## config.mk

```make
export PLATFORM = sky130hd
export DESIGN_NAME = pipeline_stall_controller_flat
export DESIGN_NICKNAME = d
export VERILOG_FILES = /design/src/rtl/pipeline_stall_controller_pkg.sv /design/src/rtl/pipeline_stall_controller_if.sv /design/src/rtl/pipeline_stall_controller_sat_counter.sv /design/src/rtl/pipeline_stall_controller.sv /design/src/flat_wrapper.sv
export SDC_FILE = /design/constraint.sdc
export NUM_CORES = 1
export LEC_CHECK = 0
export CAP_MARGIN = 10
export CORE_MARGIN = 2
export CORE_UTILIZATION = 30
export CTS_CLUSTER_SIZE = 28
export DETAILED_ROUTE_END_ITERATION = 10
export MAX_ROUTING_LAYER = met4
export SYNTH_ARGS = -nofsm -noshare
export SYNTH_HDL_FRONTEND = slang
export SYNTH_HIERARCHICAL = 1
export SYNTH_SLANG_ARGS = --single-unit
export TNS_END_PERCENT = 20
```

## constraint.sdc

```tcl
create_clock -name clk -period 4.4 [get_ports clk]
set_clock_uncertainty 0.2 [all_clocks]
set_input_delay 0.44 -clock clk [delete_from_list [all_inputs] [get_ports clk]]
set_output_delay 0.44 -clock clk [all_outputs]
set_load 0.02 [all_outputs]
```

## src/rtl/pipeline_stall_controller_pkg.sv

```systemverilog
// rtl/pipeline_stall_controller_pkg.sv - shared types and default sizes for the stall controller
package pipeline_ctrl_pkg;

  localparam int REG_W_DEF    = 5;
  localparam int MAX_WAIT_DEF = 16;
  localparam int CNT_W_DEF    = 16;

  typedef enum logic [1:0] {
    RUN   = 2'd0,
    WAIT  = 2'd1,
    FAULT = 2'd2
  } ctrl_state_t;

endpackage

```

## src/rtl/pipeline_stall_controller_if.sv

```systemverilog
// rtl/pipeline_stall_controller_if.sv - data-memory request/ready handshake
interface pipeline_stall_controller_if;

  logic mem_req;
  logic mem_ready;

  modport master (output mem_req, input mem_ready);
  modport slave  (input mem_req, output mem_ready);

endinterface

```

## src/rtl/pipeline_stall_controller_sat_counter.sv

```systemverilog
// rtl/pipeline_stall_controller_sat_counter.sv - up counter that sticks at all-ones
module sat_counter #(
  parameter int W = 16
) (
  input  logic         clk,
  input  logic         reset,
  input  logic         inc,
  output logic [W-1:0] count
);

  logic [W-1:0] count_q;

  always_ff @(posedge clk or posedge reset) begin
    if (reset) begin
      count_q <= '0;
    end else if (inc && (count_q != {W{1'b1}})) begin
      count_q <= count_q + W'(1);
    end
  end

  assign count = count_q;

endmodule

```

## src/rtl/pipeline_stall_controller.sv

```systemverilog
// rtl/pipeline_stall_controller.sv - load-use/branch/memory-wait stall and flush sequencer
module pipeline_stall_controller
  import pipeline_ctrl_pkg::*;
#(
  parameter int REG_W    = REG_W_DEF,
  parameter int MAX_WAIT = MAX_WAIT_DEF,
  parameter int CNT_W    = CNT_W_DEF
) (
  input  logic                         clk,
  input  logic                         reset,
  input  logic [REG_W-1:0]             Rs1D,
  input  logic [REG_W-1:0]             Rs2D,
  input  logic [REG_W-1:0]             RdE,
  input  logic                         MemReadE,
  input  logic                         PCSrcE,
  input  logic                         MemAccessM,
  pipeline_stall_controller_if.master  mem,
  output logic                         StallF,
  output logic                         StallD,
  output logic                         StallE,
  output logic                         StallM,
  output logic                         FlushD,
  output logic                         FlushE,
  output logic                         FlushW,
  output logic                         fault,
  output logic [CNT_W-1:0]             stall_cycles
);

  localparam int WCW = (MAX_WAIT > 2) ? $clog2(MAX_WAIT) : 1;

  ctrl_state_t    state_q, state_d;
  logic [WCW-1:0] wait_cnt_q, wait_cnt_d;
  logic           mem_req_c;
  logic           lw_stall;
  logic           mem_hold;
  logic           pipe_rules;

  assign lw_stall = MemReadE && (RdE != '0) && ((RdE == Rs1D) || (RdE == Rs2D));
  assign mem_hold = MemAccessM && !mem.mem_ready;

  always_ff @(posedge clk or posedge reset) begin
    if (reset) begin
      state_q    <= RUN;
      wait_cnt_q <= '0;
    end else begin
      state_q    <= state_d;
      wait_cnt_q <= wait_cnt_d;
    end
  end

  always_comb begin
    state_d    = state_q;
    wait_cnt_d = wait_cnt_q;
    mem_req_c  = 1'b0;
    StallF     = 1'b0;
    StallD     = 1'b0;
    StallE     = 1'b0;
    StallM     = 1'b0;
    FlushD     = 1'b0;
    FlushE     = 1'b0;
    FlushW     = 1'b0;
    pipe_rules = 1'b0;

    case (state_q)
      RUN: begin
        if (mem_hold) begin
          mem_req_c  = 1'b1;
          {StallF, StallD, StallE, StallM, FlushW} = 5'b11111;
          state_d    = WAIT;
          wait_cnt_d = WCW'(1);
        end else begin
          mem_req_c  = MemAccessM;
          pipe_rules = 1'b1;
        end
      end
      WAIT: begin
        mem_req_c = 1'b1;
        if (mem_hold) begin
          {StallF, StallD, StallE, StallM, FlushW} = 5'b11111;
          if (wait_cnt_q == WCW'(MAX_WAIT - 1)) begin
            state_d = FAULT;
          end else begin
            wait_cnt_d = wait_cnt_q + WCW'(1);
          end
        end else begin
          // ready (or a dropped access) releases the pipe this same cycle
          state_d    = RUN;
          wait_cnt_d = '0;
          pipe_rules = 1'b1;
        end
      end
      FAULT: begin
        {StallF, StallD, StallE, StallM, FlushW} = 5'b11111;
      end
      default: begin
        state_d    = RUN;
        wait_cnt_d = '0;
      end
    endcase

    if (pipe_rules) begin
      if (PCSrcE) begin
        FlushD = 1'b1;
        FlushE = 1'b1;
      end else if (lw_stall) begin
        StallF = 1'b1;
        StallD = 1'b1;
        FlushE = 1'b1;
      end
    end

    if (reset) begin
      mem_req_c = 1'b0;
      {StallF, StallD, StallE, StallM, FlushD, FlushE, FlushW} = 7'b0;
    end
  end

  assign mem.mem_req = mem_req_c;
  assign fault       = (state_q == FAULT) && !reset;

  sat_counter #(.W(CNT_W)) u_stall_cnt (
    .clk   (clk),
    .reset (reset),
    .inc   (StallF),
    .count (stall_cycles)
  );

endmodule

```

## src/flat_wrapper.sv

```systemverilog
// flat-port wrapper written by rule: the top's interface ports become plain ports
module pipeline_stall_controller_flat import pipeline_ctrl_pkg::*;
#(
  parameter int REG_W    = REG_W_DEF,
  parameter int MAX_WAIT = MAX_WAIT_DEF,
  parameter int CNT_W    = CNT_W_DEF
)
  (clk, reset, Rs1D, Rs2D, RdE, MemReadE, PCSrcE, MemAccessM, StallF, StallD, StallE, StallM, FlushD, FlushE, FlushW, fault, stall_cycles, mem_mem_req, mem_mem_ready);
  pipeline_stall_controller_if mem_i ();
  input  logic clk;
  input  logic reset;
  input  logic [REG_W-1:0] Rs1D;
  input  logic [REG_W-1:0] Rs2D;
  input  logic [REG_W-1:0] RdE;
  input  logic MemReadE;
  input  logic PCSrcE;
  input  logic MemAccessM;
  output logic StallF;
  output logic StallD;
  output logic StallE;
  output logic StallM;
  output logic FlushD;
  output logic FlushE;
  output logic FlushW;
  output logic fault;
  output logic [CNT_W-1:0] stall_cycles;
  output wire logic [$bits(mem_i.mem_req)-1:0] mem_mem_req;
  input wire logic [$bits(mem_i.mem_ready)-1:0] mem_mem_ready;
  assign mem_mem_req = mem_i.mem_req;
  assign mem_i.mem_ready = mem_mem_ready;
  pipeline_stall_controller #(.REG_W(REG_W), .MAX_WAIT(MAX_WAIT), .CNT_W(CNT_W)) u_core (.clk(clk), .reset(reset), .Rs1D(Rs1D), .Rs2D(Rs2D), .RdE(RdE), .MemReadE(MemReadE), .PCSrcE(PCSrcE), .MemAccessM(MemAccessM), .mem(mem_i), .StallF(StallF), .StallD(StallD), .StallE(StallE), .StallM(StallM), .FlushD(FlushD), .FlushE(FlushE), .FlushW(FlushW), .fault(fault), .stall_cycles(stall_cycles));
endmodule
```

# Yosys cells after proc, flatten, opt, wreduce, memory -nomap -nowiden

Cells that the tools add are included.

Reductions and logical operators: 13
Bitwise gates (word level): 1
Add/subtract/negate cells: 2
Mux-type cells: 27
Equality and inequality tests: 9

Operator list:

| cell                                                                    | number |
|---|---|
| 1-bit two-way mux                                                       | 17 |
| 16-bit by 1-bit adder with 16-bit output, second input constant         | 1 |
| 16-bit inequality test, second input constant                           | 1 |
| 4-bit two-way mux                                                       | 3 |
| 4-bit one-hot mux with 3 select lines                                   | 1 |
| 5-bit == test                                                           | 2 |
| 2-bit two-way mux                                                       | 3 |
| 3-bit inequality test, second input constant                            | 2 |
| 2-bit one-hot mux with 3 select lines                                   | 1 |
| 3-bit AND reduction                                                     | 2 |
| 1-bit logical AND                                                       | 5 |
| 5-bit nonzero test                                                      | 1 |
| 4-bit by 1-bit adder with 4-bit output, second input constant           | 1 |
| 4-bit == test, second input constant                                    | 1 |
| 1-bit one-hot mux with 2 select lines                                   | 2 |
| 2-bit by 1-bit == test with 1-bit output, second input constant         | 1 |
| 2-bit == test, second input constant                                    | 1 |
| 1-bit zero test                                                         | 2 |
| 2-bit zero test                                                         | 1 |
| 2-bit by 1-bit inequality test with 1-bit output, second input constant | 1 |
| 2-bit OR reduction                                                      | 1 |
| 1-bit logical OR                                                        | 1 |
| 1-bit NOT                                                               | 1 |

Word-level logic and storage cells: 55
Flip-flop bits (word level): 22
Input port bits: 21
Output and inout port bits: 25

# Longest topological paths before layout

Gate-level depths: netlist (run 1).

Word-level depth: 9
Gate-level depth with buffers: 8
Mapped depth without buffers: 8

# Hierarchy

Netlist (run 1), hierarchy kept.

By module, submodules not included:

| module                    | seq. area each (um^2) | times used | cells each | area each (um^2) |
|---|---|---|---|---|
| sat_counter               | 400.4                 | 1          | 71         | 805.8 |
| pipeline_stall_controller | 150.1                 | 1          | 65         | 589.3 |

# Worst setup path after synthesis (run 1)

No wires, ideal clock.

Path kind: input to register
Start point: in mem_mem_ready
End point: reg u_core.u_stall_cnt.count_q[14] (netlist: u_core/u_stall_cnt/count[14])
Cell stages on the path: 8
Arrival: 2.455 ns
Setup time: 0.125 ns
Required time: 4.075 ns
Path buffers: 1
Setup slack: 1.620 ns
Cells stage by stage: or3b_1 buf_6 a21oi_4 o21bai_1 and4_1 nand3_1 nor2_1 mux2_2

Word-level cells in the longest chain between the ends: 9
Elaborated cells between the ends (all ways): 11
Those cells by class: 8 x mux; 3 x reduce/logical

Ends and longest elaborated chain:

| what                                  | RTL line                                    | source |
|---|---|---|
| from (decl)                           | flat_wrapper.sv:28                          | `input wire logic [$bits(mem_i.mem_ready)-1:0] mem_mem_ready;` |
| 1-bit zero test (*)                   | pipeline_stall_controller.sv:39             | `assign mem_hold = MemAccessM && !mem.mem_ready;` |
| 1-bit logical AND (*)                 | pipeline_stall_controller.sv:39             |  |
| 1-bit two-way mux                     | n/a                                         |  |
| 1-bit one-hot mux with 2 select lines | n/a                                         |  |
| 1-bit two-way mux (2 in series)       | n/a                                         |  |
| 1-bit two-way mux (*) (2 in series)   | n/a                                         |  |
| named net StallD                      | flat_wrapper.sv:19                          | `output logic StallD;` |
| 1-bit logical AND (*)                 | pipeline_stall_controller_sat_counter.sv:16 | `end else if (inc && (count_q != {W{1'b1}})) begin` |
| to (signal assigned)                  | pipeline_stall_controller_sat_counter.sv:17 | `count_q <= count_q + W'(1);` |
| to (decl)                             | pipeline_stall_controller_sat_counter.sv:11 | `logic [W-1:0] count_q;` |

Mark *: on every way through the listed nets, which the timed path passes. The rest lies on a longest branch.
A chain may end at the register's enable or synchronous reset.

# Final worst setup path (run 1)

Start point: in MemAccessM
End point: out StallF

Word-level cells in the longest chain between the ends: 7
Elaborated cells between the ends (all ways): 9
Those cells by class: 8 x mux; 1 x reduce/logical

Ends and longest elaborated chain:

| what                                  | RTL line                                                         | source |
|---|---|---|
| from (decl)                           | flat_wrapper.sv:17                                               | `input logic MemAccessM;` |
| 1-bit logical AND (*)                 | pipeline_stall_controller.sv:39                                  |  |
| 1-bit two-way mux                     | pipeline_stall_controller.sv:66, pipeline_stall_controller.sv:78 |  |
| 1-bit one-hot mux with 2 select lines | pipeline_stall_controller.sv:64                                  | `case (state_q)` |
| 1-bit two-way mux                     | pipeline_stall_controller.sv:105                                 | `end else if (lw_stall) begin` |
| 1-bit two-way mux                     | pipeline_stall_controller.sv:102                                 | `if (PCSrcE) begin` |
| 1-bit two-way mux (*)                 | pipeline_stall_controller.sv:101                                 | `if (pipe_rules) begin` |
| 1-bit two-way mux (*)                 | pipeline_stall_controller.sv:112                                 | `if (reset) begin` |
| to (decl)                             | flat_wrapper.sv:18                                               | `output logic StallF;` |

Mark *: on every way between the ends. The rest lies on a longest branch, timed or not.

==> run_results.csv, run 1 <==
group,metric,value,unit
outcome,status,"complete, no violations",
critical_path,crit_required,3.76,ns
critical_path,cpPeakStageDelay,0.72,ns
clocking,clk_pin_slew,0.09,ns
clocking,holdBufCountCts,0,
critical_path,slowest_stage,"clkdlybuf4s50_1",
finish,drive_gt1_share,11.1,%
pwr,p_leak,0.817,nW
drt,routedWlPerCell,14.1,um
critical_path,cp_max_fo,8,
floorplan,design.core.area,4410,um2
drt,dr_wl_met3,213,um
sta,fin_ws,1.02,ns
finish,mostFrequentLayoutCells,"45 x clkdlybuf4s50_1, 22 x dfrtp_1, 11 x nand2_1, 11 x xnor2_1, 10 x xor2_1",
floorplan,num_rows,24,
synth,avgSynthCellArea,10.3,um2
sta,final.min_clock_period,3.38,ns
sta,setup_viol,0,
critical_path,path_cells,"clkdlybuf4s50_1, or3b_1, a21oi_4, o21bai_1, clkdlybuf4s50_1",
pwr,p_per_area,362,nW/um2
sta,fin_setup_tns,0,ns
finish,nFillCells,424,
place,io_buffer_count,45,
floorplan,die_h,72.2,um
global_route,first_global_vias,1189,
floorplan,die-width,72.2,um
clocking,clock_latency,0.26,ns
clocking,cts_setup_buffers,0,
floorplan,initial_core_util,31.6,%
place,dpl.cell_count,228,
finish,final_common_cell,"clkdlybuf4s50_1",
sta,fmax,0.296,GHz
drt,top_layer_used,"met4",
floorplan,dieArea,5210,um2
synth,synth.yosys.seq_area_share,39.5,%
sta,finalCritPeriodShare,76.8,%
clocking,numCtsBuffers,3,
synth,synthArstFlopShare,100,%
place,gp_congestion,0.767,
sta,timing_hold_violations_final,0,
clocking,cts_sinks,22,
critical_path,critPathKind,"primary input to output pin",
drt,drtAntennaViolNets,0,
sta,drv_slew,0,
global_route,grt_pass1_wl,5.42,mm
critical_path,crit_arrival,2.74,ns
drt,wl_met1,1.32,mm
finish,syn_to_final_growth,38.2,%
finish,final_cells,232,
synth,netlist_area,1400,um2
critical_path,crit_path_start_kind,"primary input",
synth,synth.largest_area_cell,"dfrtp_1",
synth,synth_ff_type,"dfrtp_1",
critical_path,crit_top_cell,"clkdlybuf4s50_1",
pwr,irDropWorstVdd,0.000234,V
sta,tightest_slew,0.627,ns
synth,yosysWarnings,6,
synth,syn-num-nets,159,
clocking,cts_resized,0,
clocking,clockRootBuffer,"clkbuf_8",
synth,synth_edf_count,0,
clocking,cts_buffer_depth,2,
critical_path,cp_num_buf_inv,2,
place,pre_cts_ws,1.01,ns
synth,ys_ff_latch,22,
synth,yosys.area.top_type_share,39.5,%
clocking,tritoncts,"yes",
sta,timing.hold.ws,0.328,ns
sta,rsz0062_at_grt,"false",
drt,totalWireLength,3.27,mm
drt,wl_met2,1.70,mm
finish,num-nets-final,204,
finish,diodes,0,
sta,relSlewSlack,58.2,%
critical_path,worst_setup_path_end_kind,"output pin",
floorplan,ios,46,
drt,num_vias,1166,
synth,synthTopCellsByArea,"dfrtp_1 39%, xnor2_1 6.9%, xor2_1 6.3%",
drt,drt_iter0_drc,16,
drt,first_pass_iters,4,
clocking,cts-htree-levels,1,
flow_run,cap_viol_max_count,0,
synth,synth_cells,136,
global_route,grt_max_degree,17,
synth,synth_cell_type_count,45,
drt,viasPerCell,5.03,
drt,route.detailed.drc,0,
global_route,antenna_found_initial,0,
global_route,grt_overflow,0,
critical_path,critPathTopFamily,"buffers and inverters",
global_route,grt_usage,13.7,%
place,hpwl,2.54,mm
min_path,hold_path_class,"flip-flop to flip-flop",
state kept, by name (all words and copies together) (netlist names):
register and cells:
u_core/u_stall_cnt/count 16, u_core/state_q 2, u_core/wait_cnt_q 4
power breakdown:
| part | internal, mW | total (mW) | switching (mW) |
|---|---|---|---|
| Combinational | 0.116 | 0.227 | 0.111 |
| Clock | 0.122 | 0.189 | 0.0677 |
| Sequential | 0.234 | 0.282 | 0.0483 |
| Total | 0.472 | 0.699 | 0.227 |
per-stage QoR:
stage                     utilization, %  power, mW  instance area, um2
after floorplan                        -      0.399                1400
after global placement              42.1      0.507                1860
after detailed placement            42.1      0.513                1860
after CTS                           43.7      0.706                1930
after global routing                43.7      0.740                1930
final                               43.7      0.699                1930
synthesized netlist by cell type, types with 2 or more instances:
cell,count
nor3_1,4
o21bai_1,2
mux2i_1,2
nand3_1,9
nand2_1,11
o211ai_1,2
xnor2_1,11
nand4_1,6
a21oi_1,2
mux2_2,3
and2_1,2
buf_4,3
and3_1,4
inv_1,2
ha_1,2
dfrtp_1,22
o22ai_1,3
xor2_1,10
and4_1,3
nor2_1,8
worst reg2reg max path, cell delays in order, from the launching register on:
cell and delay (ns):
dfrtp_1 0.42, or3b_1 0.55, a21oi_4 0.22, o21bai_1 0.32, and4_1 0.36, nand3_1 0.15
nor2_1 0.16, mux2_2 0.35
metal layers:
metal	track usage [%]	vias to the layer above
met2	25.4	35
li1	-	575
met1	14.7	554
met4	5.03	0
met3	1.67	2
met5	-	-
worst paths after layout:
kind / start / end / slack (ns) / cells past startpoint
max reg2reg: u_core/state_q[1]$_DFFE_PP0P_ / u_core/u_stall_cnt/count[14]$_DFFE_PP0P_ / 1.58 / 7
max: MemAccessM / StallF / 1.02 / 5
max in group asynchronous: reset / u_core/u_stall_cnt/count[2]$_DFFE_PP0P_ / 3.01 / 2
min in group asynchronous: reset / u_core/wait_cnt_q[3]$_DFFE_PP0P_ / 0.40 / 2
min: u_core/u_stall_cnt/count[15]$_DFFE_PP0P_ / u_core/u_stall_cnt/count[15]$_DFFE_PP0P_ / 0.33 / 1
min reg2reg: u_core/u_stall_cnt/count[15]$_DFFE_PP0P_ / u_core/u_stall_cnt/count[15]$_DFFE_PP0P_ / 0.33 / 1
layout make-up:
class | instances | area [um2] | area share [%]
Multi-Input combinational cell | 106 | 774 | 40.2
Sequential cell | 22 | 551 | 28.6
Clock inverter | 1 | 30.0 | 1.56
Inverter | 3 | 16.3 | 0.844
Timing Repair Buffer | 45 | 450 | 23.4
Clock buffer | 3 | 41.3 | 2.14
Tap cell | 52 | 65.1 | 3.37
kinds of logic after synthesis:
family | Yosys count | share of synthesized area (%)
xor+xnor | 21 | 13.2
mux | 5 | 3.86
simple gates | 62 | 28.3
flops | 22 | 39.5
fa+ha+maj | 2 | 1.79
compound gates | 16 | 8.34
buf+inv | 8 | 5.02
Note: power is estimated with default switching activity, not from simulation.
==> run 2: changes to the inputs <==
==> constraint.sdc (replaced) <==
create_clock -name clk -period 3.46 [get_ports clk]
set_clock_uncertainty 0.2 [all_clocks]
set_input_delay 0.346 -clock clk [delete_from_list [all_inputs] [get_ports clk]]
set_output_delay 0.346 -clock clk [all_outputs]
set_load 0.02 [all_outputs]
==> run_results.csv, run 2 (synthesized netlist as in run 1, its figures left out) <==
group,metric,value,unit
drt,num_vias,1163,
critical_path,cp_max_fo,8,
clocking,cts-htree-levels,1,
clocking,clockRootBuffer,"clkbuf_8",
sta,rsz0062_at_grt,"false",
place,hpwl,2.54,mm
finish,num-nets-final,206,
clocking,clock_latency,0.25,ns
sta,relSlewSlack,60.2,%
finish,largest_register_ffs,16,
place,gp_congestion,0.846,
finish,drive_gt1_share,11.6,%
drt,routedWlPerCell,13.6,um
drt,totalWireLength,3.17,mm
pwr,irDropWorstVdd,0.000251,V
flow_run,cap_viol_max_count,0,
critical_path,crit_arrival,2.57,ns
clocking,clk_pin_slew,0.07,ns
sta,fmax,0.321,GHz
sta,finalCritPeriodShare,90.0,%
global_route,antenna_found_initial,0,
sta,timing_hold_violations_final,0,
finish,nFillCells,422,
pwr,p_per_area,417,nW/um2
critical_path,worst_setup_path_end_kind,"output pin",
drt,drtAntennaViolNets,0,
sta,fin_ws,0.346,ns
clocking,cts_resized,0,
finish,syn_to_final_growth,37.1,%
floorplan,die-width,72.2,um
critical_path,rrSetupSlack,0.83,ns
critical_path,r2r-start,"u_core/state_q[0]$_DFFE_PP0P_",
floorplan,die_h,72.2,um
outcome,status,"complete, no violations",
sta,final.min_clock_period,3.11,ns
finish,final_common_cell,"clkdlybuf4s50_1",
sta,fin_setup_tns,0,ns
critical_path,reg2reg_depth,7,
floorplan,num_rows,24,
critical_path,crit_required,2.91,ns
clocking,cts_sinks,22,
floorplan,design.core.area,4410,um2
sta,tightest_slew,0.597,ns
floorplan,dieArea,5210,um2
min_path,hold_path_class,"primary input to asynchronous set/reset pin",
clocking,cts_setup_buffers,0,
global_route,grt_max_degree,17,
floorplan,ios,46,
clocking,holdBufCountCts,0,
pwr,p_leak,0.812,nW
place,pre_cts_ws,0.325,ns
sta,setup_viol,0,
critical_path,critPathKind,"primary input to output pin",
clocking,numCtsBuffers,3,
place,io_buffer_count,45,
global_route,grt_pass1_wl,5.33,mm
global_route,first_global_vias,1146,
global_route,grt_overflow,0,
clocking,tritoncts,"yes",
floorplan,initial_core_util,31.6,%
critical_path,r2r-end,"u_core/u_stall_cnt/count[14]$_DFFE_PP0P_",
finish,mostFrequentLayoutCells,"45 x clkdlybuf4s50_1, 22 x dfrtp_1, 11 x nand2_1, 11 x xnor2_1, 10 x xor2_1",
critical_path,crit_path_start_kind,"primary input",
drt,first_pass_iters,4,
drt,viasPerCell,4.99,
drt,route.detailed.drc,0,
finish,diodes,0,
global_route,grt_usage,13.2,%
clocking,cts_buffer_depth,2,
drt,drt_iter0_drc,20,
sta,drv_slew,0,
[run 2: cell types whose count changed in the layout (fill, tap and decap cells not counted)]
cell       before  now
buf_4           0    2
bufinv_16       1    0
[run 2: critical path: stages]
cell and delay [ns]:
clkdlybuf4s50_1 0.50, xor2_1 0.20, nor3_1 0.19, a22oi_1 0.13, o21bai_1 0.48, clkdlybuf4s50_1 0.72
[run 2: worst max path at each step]
stage / from / end / slack [ns] / cells past startpoint
floorplan: u_core/state_q[1]$_DFFE_PP0P_ / u_core/u_stall_cnt/count[14]$_DFFE_PP0P_ / 0.75 / 8
global placement: RdE[0] / StallD / 0.44 / 6
detailed placement: RdE[3] / u_core/u_stall_cnt/count[14]$_DFFE_PP0P_ / 0.32 / 9
CTS: RdE[3] / StallD / 0.32 / 6
global route: RdE[3] / StallF / 0.14 / 6
finish: RdE[3] / StallD / 0.35 / 6
[run 2: where the power goes]
| group | total (mW) | switching (mW) | internal, mW |
|---|---|---|---|
| registers | 0.363 | 0.0653 | 0.298 |
| logic | 0.284 | 0.135 | 0.149 |
| clock network | 0.152 | 0.0741 | 0.0774 |
[run 2: area by class of cell]
| cell class | instances | area, um2 | share of cell area (%) |
|---|---|---|---|
| clock buffer | 3 | 41.3 | 2.16 |
| inverter | 3 | 16.3 | 0.850 |
| multi-input combinational | 106 | 774 | 40.5 |
| sequential | 22 | 551 | 28.8 |
| tap | 52 | 65.1 | 3.40 |
| timing repair buffer | 47 | 465 | 24.3 |
[run 2: stage by stage]
step                power (mW)  utilization [%]  cell area (um2)  hold slack [ns]  std cells
floorplan                0.507                -             1400          -0.0630        136
global placement         0.648             42.4             1870            0.301        230
detailed placement       0.654             42.4             1870            0.321        230
CTS                      0.814             43.3             1910            0.314        233
global route             0.848             43.3             1910            0.330        233
finish                   0.798             43.3             1910            0.308        233
[run 2: layer usage]
metal  GRT usage (%)  vias up  part of all wire [%]
met1            16.9      546                    44
met3            1.39        2                   5.8
met5               -        -                     0
met2            21.8       39                    49
met4            4.40        0                  0.85
li1                -      576                     -
